===== config.mk =====
export PLATFORM = sky130hd
export DESIGN_NAME = prediction_error_unit
export DESIGN_NICKNAME = d
export VERILOG_FILES = /design/src/rtl/ern_pkg.sv /design/src/rtl/pe_leaky_integrator.sv /design/src/rtl/prediction_error_unit.sv
export SDC_FILE = /design/constraint.sdc
export NUM_CORES = 1
export LEC_CHECK = 0
export BUFFER_PORTS_ARGS = -buffer_cell sky130_fd_sc_hd__buf_2
export CORE_ASPECT_RATIO = 1.2
export CORE_MARGIN = 5
export CORE_UTILIZATION = 50
export CTS_CLUSTER_SIZE = 24
export DETAILED_ROUTE_END_ITERATION = 12
export PLACE_DENSITY = 0.73
export SLEW_MARGIN = 15
export SYNTH_ARGS = -nofsm -noshare
export SYNTH_HDL_FRONTEND = slang
export SYNTH_SLANG_ARGS = --single-unit

===== constraint.sdc =====
create_clock -name clk -period 5.3 [get_ports clk]
set_input_delay 0.795 -clock clk [delete_from_list [all_inputs] [get_ports clk]]
set_output_delay 0.795 -clock clk [all_outputs]
set_load 0.01 [all_outputs]

===== src/rtl/ern_pkg.sv =====
// Shared types, limits, state encoding and the 17-to-16-bit clamp for the
// prediction-error front end of the ERN/FRN path.
package ern_pkg;

    typedef logic signed [15:0] sample_t;
    typedef logic signed [15:0] err_t;

    localparam int ERR_MAX = 32767;
    localparam int ERR_MIN = -32768;

    typedef enum logic [1:0] {
        ST_INIT   = 2'd0,
        ST_WARMUP = 2'd1,
        ST_RUN    = 2'd2
    } pe_state_e;

    // A 17-bit difference fits in 16 bits exactly when its top two bits agree.
    function automatic logic sat_clipped(input logic signed [16:0] x);
        return x[16] ^ x[15];
    endfunction

    function automatic err_t sat16(input logic signed [16:0] x);
        if (!sat_clipped(x)) begin
            return x[15:0];
        end else if (x[16]) begin
            return err_t'(ERR_MIN);
        end else begin
            return err_t'(ERR_MAX);
        end
    endfunction

endpackage


===== src/rtl/pe_leaky_integrator.sv =====
// Leaky-integrator prediction register: direct load, or shift-add update
// toward the incoming sample by (sample - prediction) >>> ALPHA_SHIFT.
module pe_leaky_integrator
    import ern_pkg::*;
#(
    parameter int ALPHA_SHIFT = 3
) (
    input  logic               clk,
    input  logic               rst_n,
    input  logic               load_i,
    input  logic               en_i,
    input  logic signed [15:0] sample_i,
    output logic signed [16:0] diff_o,
    output logic signed [15:0] pred_o
);

    sample_t            pred_q;
    sample_t            pred_d;
    logic signed [15:0] step;

    assign diff_o = 17'(sample_i) - 17'(pred_q);

    // The step never exceeds the distance to the sample, so the sum stays in
    // range and a 16-bit modular add of the truncated step is exact.
    always_comb begin
        step   = 16'(diff_o >>> ALPHA_SHIFT);
        pred_d = pred_q + step;
    end

    always_ff @(posedge clk or negedge rst_n) begin
        if (!rst_n) begin
            pred_q <= '0;
        end else if (load_i) begin
            pred_q <= sample_i;
        end else if (en_i) begin
            pred_q <= pred_d;
        end
    end

    assign pred_o = pred_q;

endmodule


===== src/rtl/prediction_error_unit.sv =====
// Turns the raw observation stream into a saturated signed prediction error
// with a one-cycle strobe, after an initial warm-up of the prediction.
module prediction_error_unit
    import ern_pkg::*;
#(
    parameter int ALPHA_SHIFT = 3,
    parameter int WARMUP      = 8,
    parameter int MIN_GAP     = 0
) (
    input  logic               clk,
    input  logic               rst_n,
    input  logic signed [15:0] sample_in,
    input  logic               sample_valid,
    output logic               sample_ready,
    input  logic               freeze,
    output logic signed [15:0] error_raw,
    output logic               error_valid,
    output logic signed [15:0] prediction,
    output logic               warm,
    output logic [7:0]         sat_count
);

    pe_state_e          state_q, state_d;
    logic [7:0]         cnt_q, cnt_d;
    logic [3:0]         gap_q, gap_d;
    logic [7:0]         sat_q, sat_d;
    err_t               err_q;
    logic               evld_q;
    logic               xfer;
    logic               load;
    logic               upd;
    logic               emit;
    logic signed [16:0] diff;
    sample_t            pred;

    assign sample_ready = (gap_q == 4'd0);
    assign xfer         = sample_valid && sample_ready;

    pe_leaky_integrator #(
        .ALPHA_SHIFT(ALPHA_SHIFT)
    ) u_integrator (
        .clk     (clk),
        .rst_n   (rst_n),
        .load_i  (load),
        .en_i    (upd),
        .sample_i(sample_in),
        .diff_o  (diff),
        .pred_o  (pred)
    );

    // The first sample seeds the prediction; freeze is ignored for it.
    always_comb begin
        state_d = state_q;
        cnt_d   = cnt_q;
        load    = 1'b0;
        upd     = 1'b0;
        emit    = 1'b0;
        case (state_q)
            ST_INIT: begin
                if (xfer) begin
                    load    = 1'b1;
                    cnt_d   = 8'd1;
                    state_d = (WARMUP == 1) ? ST_RUN : ST_WARMUP;
                end
            end
            ST_WARMUP: begin
                if (xfer && !freeze) begin
                    upd   = 1'b1;
                    cnt_d = cnt_q + 8'd1;
                    if (cnt_d == 8'(WARMUP)) begin
                        state_d = ST_RUN;
                    end
                end
            end
            ST_RUN: begin
                if (xfer) begin
                    emit = 1'b1;
                    upd  = !freeze;
                end
            end
            default: state_d = ST_INIT;
        endcase
    end

    always_comb begin
        gap_d = gap_q;
        if (xfer) begin
            gap_d = 4'(MIN_GAP);
        end else if (gap_q != 4'd0) begin
            gap_d = gap_q - 4'd1;
        end
    end

    always_comb begin
        sat_d = sat_q;
        if (emit && sat_clipped(diff) && (sat_q != 8'hFF)) begin
            sat_d = sat_q + 8'd1;
        end
    end

    always_ff @(posedge clk or negedge rst_n) begin
        if (!rst_n) begin
            state_q <= ST_INIT;
            cnt_q   <= '0;
            gap_q   <= '0;
            sat_q   <= '0;
            err_q   <= '0;
            evld_q  <= 1'b0;
        end else begin
            state_q <= state_d;
            cnt_q   <= cnt_d;
            gap_q   <= gap_d;
            sat_q   <= sat_d;
            evld_q  <= emit;
            if (emit) begin
                err_q <= sat16(diff);
            end
        end
    end

    assign error_raw   = err_q;
    assign error_valid = evld_q;
    assign prediction  = pred;
    assign warm        = (state_q == ST_RUN);
    assign sat_count   = sat_q;

endmodule


==> out/metrics.csv, run 1 <==
metric;value;unit
n_diodes;0;
Hold Buf Count CTS;0;
area of the multi-input gates;2640;µm²
first-pass GRT wire length;17.2;mm
Seq/Total Area, Yosys;32.9;%
CTS H-tree lvls;2;
Ports;63;
CTS tree;yes;
outcome;finished clean;
Final Cell Area;4720;µm²
top cell type by total area after synthesis;dfrtp_1;
Final HPWL DP;7.90;mm
Synth Warn #;0;
post-CTS setup repair buffer count;0;
post-cts resize count;0;
synthesis-to-finish area growth;13.0;%
GRT Overall Usage;20.6;%
most common cell in the netlist;dfrtp_1;
DRC marker count from the first detailed-route iteration;170;
Worst Setup End Kind;flop;
HP Class;reg2reg;
layout cells sized above 1;16.0;%
Clock Sinks;55;
wire length per cell;15.2;µm
vias in the first global route;3659;
RSZ-0062 raised after global routing;no;
Leak;0.00240;µW
final setup vio count;0;
Worst-Margin Slew;0.802;ns
Max Fclk;215;MHz
top cells by area, synth;dfrtp_1, ha_1, a21oi_1;
filler instances;775;
Post-synth top flop;dfrtp_1;
Synth top area share;32.9;%
top cells by count, synth;dfrtp_1, nand2_1, nor2_1;
Slew Viols, Final;0;
total power;3120;µW
CP Class;in2reg;
endpoints failing hold;0;
combinational power share;72.1;%
clock skew;0.00800;ns
crit path DAT;4.84;ns
EDFF count, synth;0;
fin crit share;87.8;%
vias per cell;5.69;
TritonCTS Buffers;5;
syn_nets;549;
TritonRoute pass-1 iters;4;
routability-driven placement congestion ratio;0.872;
remaining global-route overflow;0;
Site Rows;36;
Rel. slew slack;45.0;%
Switching Fraction;49.4;%
CP required;5.48;ns
number of port buffers;62;
Initial Utilization;51.3;%
core region area;8150;µm²
setup_tns;0;ns
Chip Width;93.5;µm
CP Launch Type;primary input;
Mapped Area;4180;µm²
CTS clk-pin slew, worst paths;0.10;ns
Distinct cells, synth;54;
Routed Antenna Nets;0;
Cell Pwr Density;660;nW/µm²
Synth Register Bits;55;
Placement Cell Area;4610;µm²
Int Pwr;1580;µW
max-cap violation count;0;
drc violations;0;
die height;110;µm
Clock Tree Buf Depth;2;
Root Buffer;clkbuf_8;
die area;10300;µm²
largest net degree at the start of global routing;56;
switching power total;1540;µW
worst ir drop on vdd;0.000355;V
Vias;3776;
fin nets;610;
clock share of power;9.3;%
Post-synth ARST share;100;%
Synth Instances;488;
CP Max Fanout;6;
clk_lat worst skew;0.32;ns
Final Critical Period;4.66;ns
Reg power frac;18.6;%
register area;1380;µm²
Syn Area/Cell;8.57;µm²
detailed-route wire length;10.1;mm
antenna violations before repair;0;
## cell usage in the layout, fill, tap and decap left out, types with 4 or more instances in the layout
cell type / netlist / routed
xor2_1: 11 / 11
buf_2: 0 / 62
nand3_1: 13 / 13
inv_1: 30 / 30
mux2_2: 4 / 4
nor2b_1: 6 / 6
nor3_1: 12 / 12
and3_1: 13 / 13
a31oi_1: 14 / 14
or3_1: 5 / 5
o21ai_0: 32 / 32
clkbuf_8: 0 / 5
a211oi_1: 9 / 9
o211ai_1: 6 / 6
nand2_1: 47 / 47
o31ai_1: 5 / 5
xnor2_1: 18 / 18
o21a_1: 10 / 10
a21oi_1: 37 / 37
dfrtp_1: 55 / 55
nor2_1: 45 / 45
buf_4: 1 / 4
ha_1: 39 / 39
a21o_1: 16 / 16
## cell type report
type | count | area share (%)
Clock buffer | 5 | 1.46
Clock inverter | 3 | 0.980
Inverter | 30 | 2.38
Multi-Input combinational cell | 391 | 55.8
Sequential cell | 55 | 29.1
Tap cell | 114 | 3.02
Timing Repair Buffer | 66 | 7.21
## critical path, stage by stage
cell and delay, ns:
buf_2 0.09, inv_1 0.04, ha_1 0.21, fa_1 0.40, nand2b_1 0.18, a21oi_1 0.14
o21ai_0 0.16, a21oi_1 0.39, a31oi_1 0.16, xnor2_1 0.26, ha_1 0.35, and4_1 0.23
a211oi_1 0.21, o31ai_1 0.13, a41oi_1 0.27, a21oi_1 0.16, nor4b_1 0.17, a2111oi_0 0.34
o211ai_1 0.15
## layer usage
layer / track usage (%) / wire length [µm] / vias to the layer above
met4: 4.92 / 109 / 0
met5: 0 / 0 / -
li1: - / - / 1893
met2: 34.9 / 4830 / 96
met3: 2.78 / 442 / 8
met1: 27.9 / 4720 / 1779
## kinds of logic after synthesis
| kind of cell | count (synthesis) | share of synthesized area, % |
|---|---|---|
| buf+inv | 42 | 4.04 |
| mux | 7 | 1.80 |
| simple gates | 161 | 18.7 |
| fa+ha+maj | 41 | 12.6 |
| compound gates | 153 | 23.9 |
| flops | 55 | 32.9 |
| xor+xnor | 29 | 6.08 |
## registers in the layout, indices dropped and copies added, names as in the netlist
register	cells
error_valid	1
u_integrator.pred_o	16
sat_count	8
state_q	2
error_raw	16
gap_q	4
cnt_q	8
## power by group through the flow
| stage | Combinational [µW] | Sequential (µW) | Clock (µW) |
|---|---|---|---|
| after detailed placement | 2200 | 590 | 0 |
| final | 2250 | 581 | 288 |
| after CTS | 2220 | 581 | 304 |
| after global placement | 2170 | 588 | 0 |
| after floorplan | 1740 | 602 | 0 |
| after global routing | 2510 | 594 | 320 |
## final timing paths
kind / start / to / slack, ns / depth (start not counted)
min: error_raw[9] / error_raw[9] / 0.50 / 1
max: sample_in[0] / u_integrator.pred_o[15] / 0.64 / 19
min reg2reg: error_raw[9] / error_raw[9] / 0.50 / 1
max in group asynchronous: rst_n / u_integrator.pred_o[15] / 4.23 / 2
max reg2reg: u_integrator.pred_o[0] / u_integrator.pred_o[15] / 0.82 / 17
min in group asynchronous: rst_n / cnt_q[4] / 0.59 / 2
## metrics by stage
stage               setup slack, ns  cells  utilization (%)  hold slack (ns)
floorplan                      1.02    488                -            0.462
global placement              0.584    656             56.5            0.467
detailed placement            0.453    656             56.5            0.479
CTS                           0.769    664             57.9            0.503
global route                  0.426    664             57.9            0.534
finish                        0.644    664             57.9            0.497
Note: power is estimated with default switching activity, not from simulation.
==> run 2, diff against run 1 <==
Settings changed: CORE_UTILIZATION 50 to 30, HOLD_SLACK_MARGIN set to 0.02, PLACE_DENSITY 0.73 to 0.49.
==> out/metrics.csv, run 2 (synthesized netlist as in run 1, its figures left out) <==
metric;value;unit;change
TritonRoute pass-1 iters;4;;unchanged
Slew Viols, Final;0;;unchanged
Reg power frac;18.1;%;-0.5 points
area of the multi-input gates;2640;µm²;unchanged
worst-path cell chain;buf_2 > inv_1 > ha_1 > fa_1 > nand2b_1 > a21oi_1 > o21ai_0 > a21oi_1 > a31oi_1 > xnor2_1 > ha_1 > and4_1 > a211oi_1 > o31ai_1 > a41oi_1 > a21oi_1 > nor4b_1 > a2111oi_0 > o211ai_1;;
Max Fclk;213;MHz;-0.64%
Hold Crit Depth;1;;unchanged
Final HPWL DP;8.99;mm;+14%
routability-driven placement congestion ratio;0.894;;+2.6%
CTS tree;yes;;
CP Class;in2reg;;
CP max-delay cell;fa_1;;
die height;139;µm;+26%
Hold Buf Count CTS;0;;unchanged
post-cts resize count;0;;unchanged
Vias;3756;;-0.53%
Site Rows;47;;+31%
Routed Antenna Nets;0;;unchanged
Worst-Margin Slew;0.883;ns;+0.0808 ns
layout cells sized above 1;16.0;%;unchanged
number of port buffers;62;;unchanged
FF-to-FF setup slack;0.79;ns;-0.03 ns
CP required;5.46;ns;-0.02 ns
Root Buffer;clkbuf_16;;
CP Launch Type;primary input;;
filler instances;1480;;+91%
switching power total;1580;µW;+2.5%
Final Cell Area;4850;µm²;+2.8%
Clock Sinks;55;;unchanged
Cell Pwr Density;668;nW/µm²;+1.2%
TritonCTS Buffers;5;;unchanged
CP Max Fanout;6;;unchanged
max-cap violation count;0;;unchanged
HP Class;reg2reg;;
Clock Tree Buf Depth;2;;unchanged
Leak;0.00243;µW;+1.3%
Worst Path Buf+Inv;2;;unchanged
hold-critical path endpoint;error_raw[9];;
largest net degree at the start of global routing;56;;unchanged
outcome;finished clean;;
post-CTS setup repair buffer count;0;;unchanged
vias in the first global route;3737;;+2.1%
worst r2r path cells;17;;unchanged
Switching Fraction;48.7;%;-0.74 points
synthesis-to-finish area growth;16.1;%;
Placement Cell Area;4680;µm²;+1.5%
Rel. slew slack;39.4;%;-5.5 points
Initial Utilization;30.4;%;-21 points
wire length per cell;16.1;µm;+5.5%
CTS H-tree lvls;2;;unchanged
die area;16400;µm²;+59%
antenna violations before repair;0;;unchanged
fin crit share;88.4;%;+0.57 points
endpoints failing hold;0;;unchanged
core region area;13800;µm²;+69%
vias per cell;5.21;;-8.4%
register area;1380;µm²;unchanged
n_diodes;0;;unchanged
Critical Path Max Stage Delay;0.39;ns;about the same
Ports;63;;unchanged
GRT Overall Usage;14.1;%;-6.4 points
final hold slack;0.488;ns;-0.00916 ns
clk_lat worst skew;0.30;ns;-0.02 ns
setup_tns;0;ns;unchanged
RSZ-0062 raised after global routing;no;;
clock skew;0.00843;ns;+0.000428 ns
Chip Width;118;µm;+26%
detailed-route wire length;11.6;mm;+15%
worst ir drop on vdd;0.000249;V;-30%
most used cell, CP;a21oi_1;;
delay-heaviest family, CP;compound AO/OA/AOI/OAI gates;;
drc violations;0;;unchanged
combinational power share;69.6;%;-2.5 points
remaining global-route overflow;0;;unchanged
CTS clk-pin slew, worst paths;0.08;ns;-0.02 ns
Reg-to-Reg Start;u_integrator.pred_o[0];;
crit path DAT;4.85;ns;about the same
most frequent cells in the layout;buf_2, dfrtp_1, nand2_1, nor2_1, ha_1;;
Worst Setup End Kind;flop;;
Final Critical Period;4.69;ns;+0.0301 ns
clock share of power;12.3;%;+3.0 points
fin nets;610;;unchanged
most common cell after layout, fill and taps aside;buf_2;;
first-pass GRT wire length;19.5;mm;+13%
Int Pwr;1660;µW;+5.5%
reg2reg end;u_integrator.pred_o[15];;
Min-Delay Startpoint;error_raw[9];;
final setup vio count;0;;unchanged
DRC marker count from the first detailed-route iteration;273;;+61%
==> run 2: cell types whose count changed in the layout (fill, tap and decap cells not counted) <==
cell / previous run / this run
clkbuf_8: 5 / 0
clkbuf_16: 0 / 5
inv_8: 0 / 1
clkinvlp_4: 1 / 0
==> run 2: per-stage QoR <==
stage | cells | utilization [%] | total power, µW | setup WS (ns)
after global routing | 721 | 35.3 | 3580 | 0.377
after CTS | 721 | 35.3 | 3260 | 0.666
after detailed placement | 713 | 34.0 | 2830 | 0.355
after floorplan | 488 | - | 2340 | 1.02
final | 721 | 35.3 | 3240 | 0.614
after global placement | 713 | 34.0 | 2820 | 0.513
==> run 2: routing by layer <==
metal	global-route usage (%)	wire, µm
met5	0	0
met4	4.17	194
met3	1.79	268
met2	23.5	5480
met1	19.2	5630
==> run 2: worst max path at each step <==
stage                 startpoint                      end  slack [ns]  depth (start not counted)
CTS                 sample_in[0]  u_integrator.pred_o[15]        0.67                         19
global route        sample_in[0]  u_integrator.pred_o[15]        0.38                         19
detailed placement  sample_in[0]  u_integrator.pred_o[15]        0.36                         19
floorplan           sample_in[0]  u_integrator.pred_o[15]        1.02                         18
global placement    sample_in[0]  u_integrator.pred_o[15]        0.51                         19
finish              sample_in[0]  u_integrator.pred_o[15]        0.61                         19
==> run 2: final cells by class <==
| cell class | instances | area share, % |
|---|---|---|
| repair buffers | 66 | 7.01 |
| flip-flops and latches | 55 | 28.4 |
| inverters | 30 | 2.32 |
| clock buffers | 5 | 2.58 |
| well taps | 171 | 4.41 |
| multi-input cells | 391 | 54.3 |
| clock inverters | 3 | 1.03 |
==> run 2: power groups by stage <==
| stage | Combinational, µW | Clock, µW | Sequential [µW] |
|---|---|---|---|
| 6_report | 2260 | 398 | 586 |
| 5_1_grt | 2550 | 432 | 602 |
| 4_1_cts | 2260 | 418 | 587 |
| 3_5_place_dp | 2240 | 0 | 595 |
| 3_3_place_gp | 2230 | 0 | 594 |
| 2_1_floorplan | 1740 | 0 | 602 |
==> run 2: worst reg2reg max path, delay by kind of cell, from the launching register on <==
| family | cells | cell delay [ns] |
|---|---|---|
| flip-flops | 1 | 0.43 |
| AND/OR/NAND/NOR | 3 | 0.57 |
| adder cells (fa/ha/maj) | 3 | 0.96 |
| AO/OA/AOI/OAI | 10 | 2.18 |
| XOR/XNOR | 1 | 0.24 |
==> run 3, diff against run 2 <==
Settings changed: SYNTH_HIERARCHICAL set to 1.
==> out/metrics.csv, run 3 <==
metric;value;unit;change
Int Pwr;1800;µW;+8.1%
first-pass GRT wire length;17.3;mm;-11%
Post-synth top flop;dfrtp_1;;
RSZ-0062 raised after global routing;no;;
Routed Antenna Nets;0;;unchanged
Synth Instances;487;;-0.20%
placed cells;706;;-0.98%
final setup vio count;0;;unchanged
CTS clk-pin slew, worst paths;0.08;ns;about the same
drc violations;0;;unchanged
Finished Layout Cells;714;;-0.97%
CP max-delay cell;fa_1;;
Worst Path Buf+Inv;2;;unchanged
DRC marker count from the first detailed-route iteration;136;;-50%
fin crit share;86.9;%;-1.5 points
CTS tree;yes;;
clock skew;0.00540;ns;-0.00303 ns
Critical Path Max Stage Delay;0.40;ns;about the same
Worst Setup SP;sample_in[0];;
remaining global-route overflow;0;;unchanged
clock share of power;9.9;%;-2.4 points
Root Buffer;clkbuf_16;;
die height;140;µm;+0.21%
Synth Warn #;6;;+6
synthesis-to-finish area growth;15.0;%;
endpoints failing hold;0;;unchanged
largest net degree at the start of global routing;56;;unchanged
Final Critical Period;4.61;ns;-0.0781 ns
Leak;0.00244;µW;+0.18%
filler instances;1470;;-0.68%
TritonCTS Buffers;5;;unchanged
Site Rows;47;;unchanged
Hold Buf Count CTS;0;;unchanged
Initial Utilization;30.5;%;+0.14 points
Distinct cells, synth;61;;+13%
die area;16500;µm²;+0.41%
n_diodes;0;;unchanged
top cells by count, synth;a21oi_1, dfrtp_1, nor2_1;;
max-cap violation count;0;;unchanged
vias in the first global route;3470;;-7.1%
most frequent cells in the layout;buf_2, a21oi_1, dfrtp_1, nor2_1, ha_1;;
Slew Viols, Final;0;;unchanged
Synth Register Bits;55;;unchanged
Ports;63;;unchanged
TritonRoute pass-1 iters;4;;unchanged
HP Class;reg2reg;;
Vias;3586;;-4.5%
setup_tns;0;ns;unchanged
Min-Delay Startpoint;gap_q[0];;
outcome;finished clean;;
CTS H-tree lvls;2;;unchanged
CP required;5.44;ns;-0.02 ns
CP Max Fanout;5;;-1
top cell type by total area after synthesis;dfrtp_1;;
GRT Overall Usage;12.5;%;-1.6 points
detailed-route wire length;10.3;mm;-11%
routability-driven placement congestion ratio;0.822;;-8.0%
Mapped Area;4200;µm²;+0.45%
worst ir drop on vdd;0.000282;V;+13%
worst-path cell chain;buf_2 > inv_1 > ha_1 > fa_1 > nor2b_1 > o31ai_2 > a21boi_1 > o21ai_0 > a21boi_0 > o21a_1 > nor2_1 > xnor2_1 > ha_1 > a211o_1 > a211oi_2 > nor3_1 > o41ai_2 > xnor2_1 > a211oi_1 > a21oi_1;;
vias per cell;5.02;;-3.6%
Final HPWL DP;7.91;mm;-12%
Reg-to-Reg Start;u_integrator/pred_o[0];;
Seq/Total Area, Yosys;32.8;%;-0.15 points
combinational power share;73.2;%;+3.6 points
crit path DAT;4.75;ns;-0.10 ns
clk_lat worst skew;0.30;ns;about the same
post-cts resize count;0;;unchanged
core region area;13800;µm²;unchanged
antenna violations before repair;0;;unchanged
syn_nets;553;;+0.73%
Switching Fraction;49.3;%;+0.65 points
Rel. slew slack;31.6;%;-7.8 points
CP Class;in2reg;;
Chip Width;118;µm;+0.20%
fin nets;608;;-0.33%
most common cell after layout, fill and taps aside;buf_2;;
Max Fclk;217;MHz;+1.7%
Clock Sinks;55;;unchanged
Cell Pwr Density;735;nW/µm²;+10%
top cells by area, synth;dfrtp_1, ha_1, a21oi_1;;
EDFF count, synth;0;;unchanged
number of port buffers;62;;unchanged
Synth top area share;32.8;%;-0.15 points
switching power total;1750;µW;+11%
Clock Tree Buf Depth;2;;unchanged
Reg power frac;16.9;%;-1.2 points
CP Launch Type;primary input;;
layout cells sized above 1;15.5;%;-0.53 points
Syn Area/Cell;8.62;µm²;+0.66%
wire length per cell;14.5;µm;-9.9%
delay-heaviest family, CP;compound AO/OA/AOI/OAI gates;;
Post-synth ARST share;100;%;unchanged
post-CTS setup repair buffer count;0;;unchanged
Worst Setup End Kind;flop;;
Worst-Margin Slew;1.03;ns;+0.143 ns
## run 3: cell count changes in the layout (fill, tap and decap cells not counted), sizes merged, moves of 5 or more
cell,delta
inv,+9
a21oi,+19
o211ai,-9
xnor2,+8
o21a,-5
a31oi,-10
ha,+5
nand2,-16
xor2,-6
## run 3: final timing paths
path | slack, ns | to | depth (start not counted)
max | 0.69 | u_integrator/pred_o[12] | 20
min | 0.50 | gap_q[0] | 1
max reg2reg | 0.89 | u_integrator/pred_o[12] | 18
min reg2reg | 0.50 | gap_q[0] | 1
max in group asynchronous | 4.18 | error_raw[1] | 2
min in group asynchronous | 0.63 | state_q[1] | 2
## run 3: final cells by class
type / instances / area, µm² / area share, %
well taps: 171 / 214 / 4.43
inverters: 39 / 146 / 3.03
clock buffers: 5 / 125 / 2.59
clock inverters: 3 / 22.5 / 0.466
multi-input cells: 375 / 2610 / 53.9
repair buffers: 66 / 340 / 7.05
flip-flops and latches: 55 / 1380 / 28.5
## run 3: through the flow
step / power [µW] / utilization (%) / instance area (µm²) / setup WS [ns] / hold WS, ns
after detailed placement: 3200 / 34.0 / 4680 / 0.426 / 0.488
after floorplan: 2640 / - / 4200 / 1.06 / 0.461
after global placement: 3200 / 34.0 / 4680 / 0.633 / 0.477
final: 3550 / 35.1 / 4830 / 0.692 / 0.497
after CTS: 3590 / 35.1 / 4830 / 0.772 / 0.502
after global routing: 3920 / 35.1 / 4830 / 0.327 / 0.530
## run 3: power groups by stage
| stage | registers [µW] | clock network, µW | logic, µW |
|---|---|---|---|
| after global placement | 607 | 0 | 2600 |
| after CTS | 600 | 376 | 2610 |
| after floorplan | 613 | 0 | 2030 |
| final | 599 | 352 | 2600 |
| after global routing | 617 | 390 | 2910 |
| after detailed placement | 606 | 0 | 2600 |
## run 3: layer usage
metal | GRT usage (%) | part of all wire [%]
met1 | 16.1 | 47
met2 | 20.9 | 47
met3 | 2.84 | 4.3
met4 | 3.68 | 1.4
met5 | 0 | 0
## run 3: logic make-up (layout without fill, tap and decap cells)
logic type | Yosys count | count (layout) | synth area share, %
adder cells (fa/ha/maj) | 46 | 46 | 14.1
AND/OR/NAND/NOR | 137 | 137 | 16.0
multiplexers | 9 | 9 | 2.21
AO/OA/AOI/OAI | 152 | 152 | 23.2
buffers and inverters | 57 | 113 | 5.30
flip-flops | 55 | 55 | 32.8
XOR/XNOR | 31 | 31 | 6.47
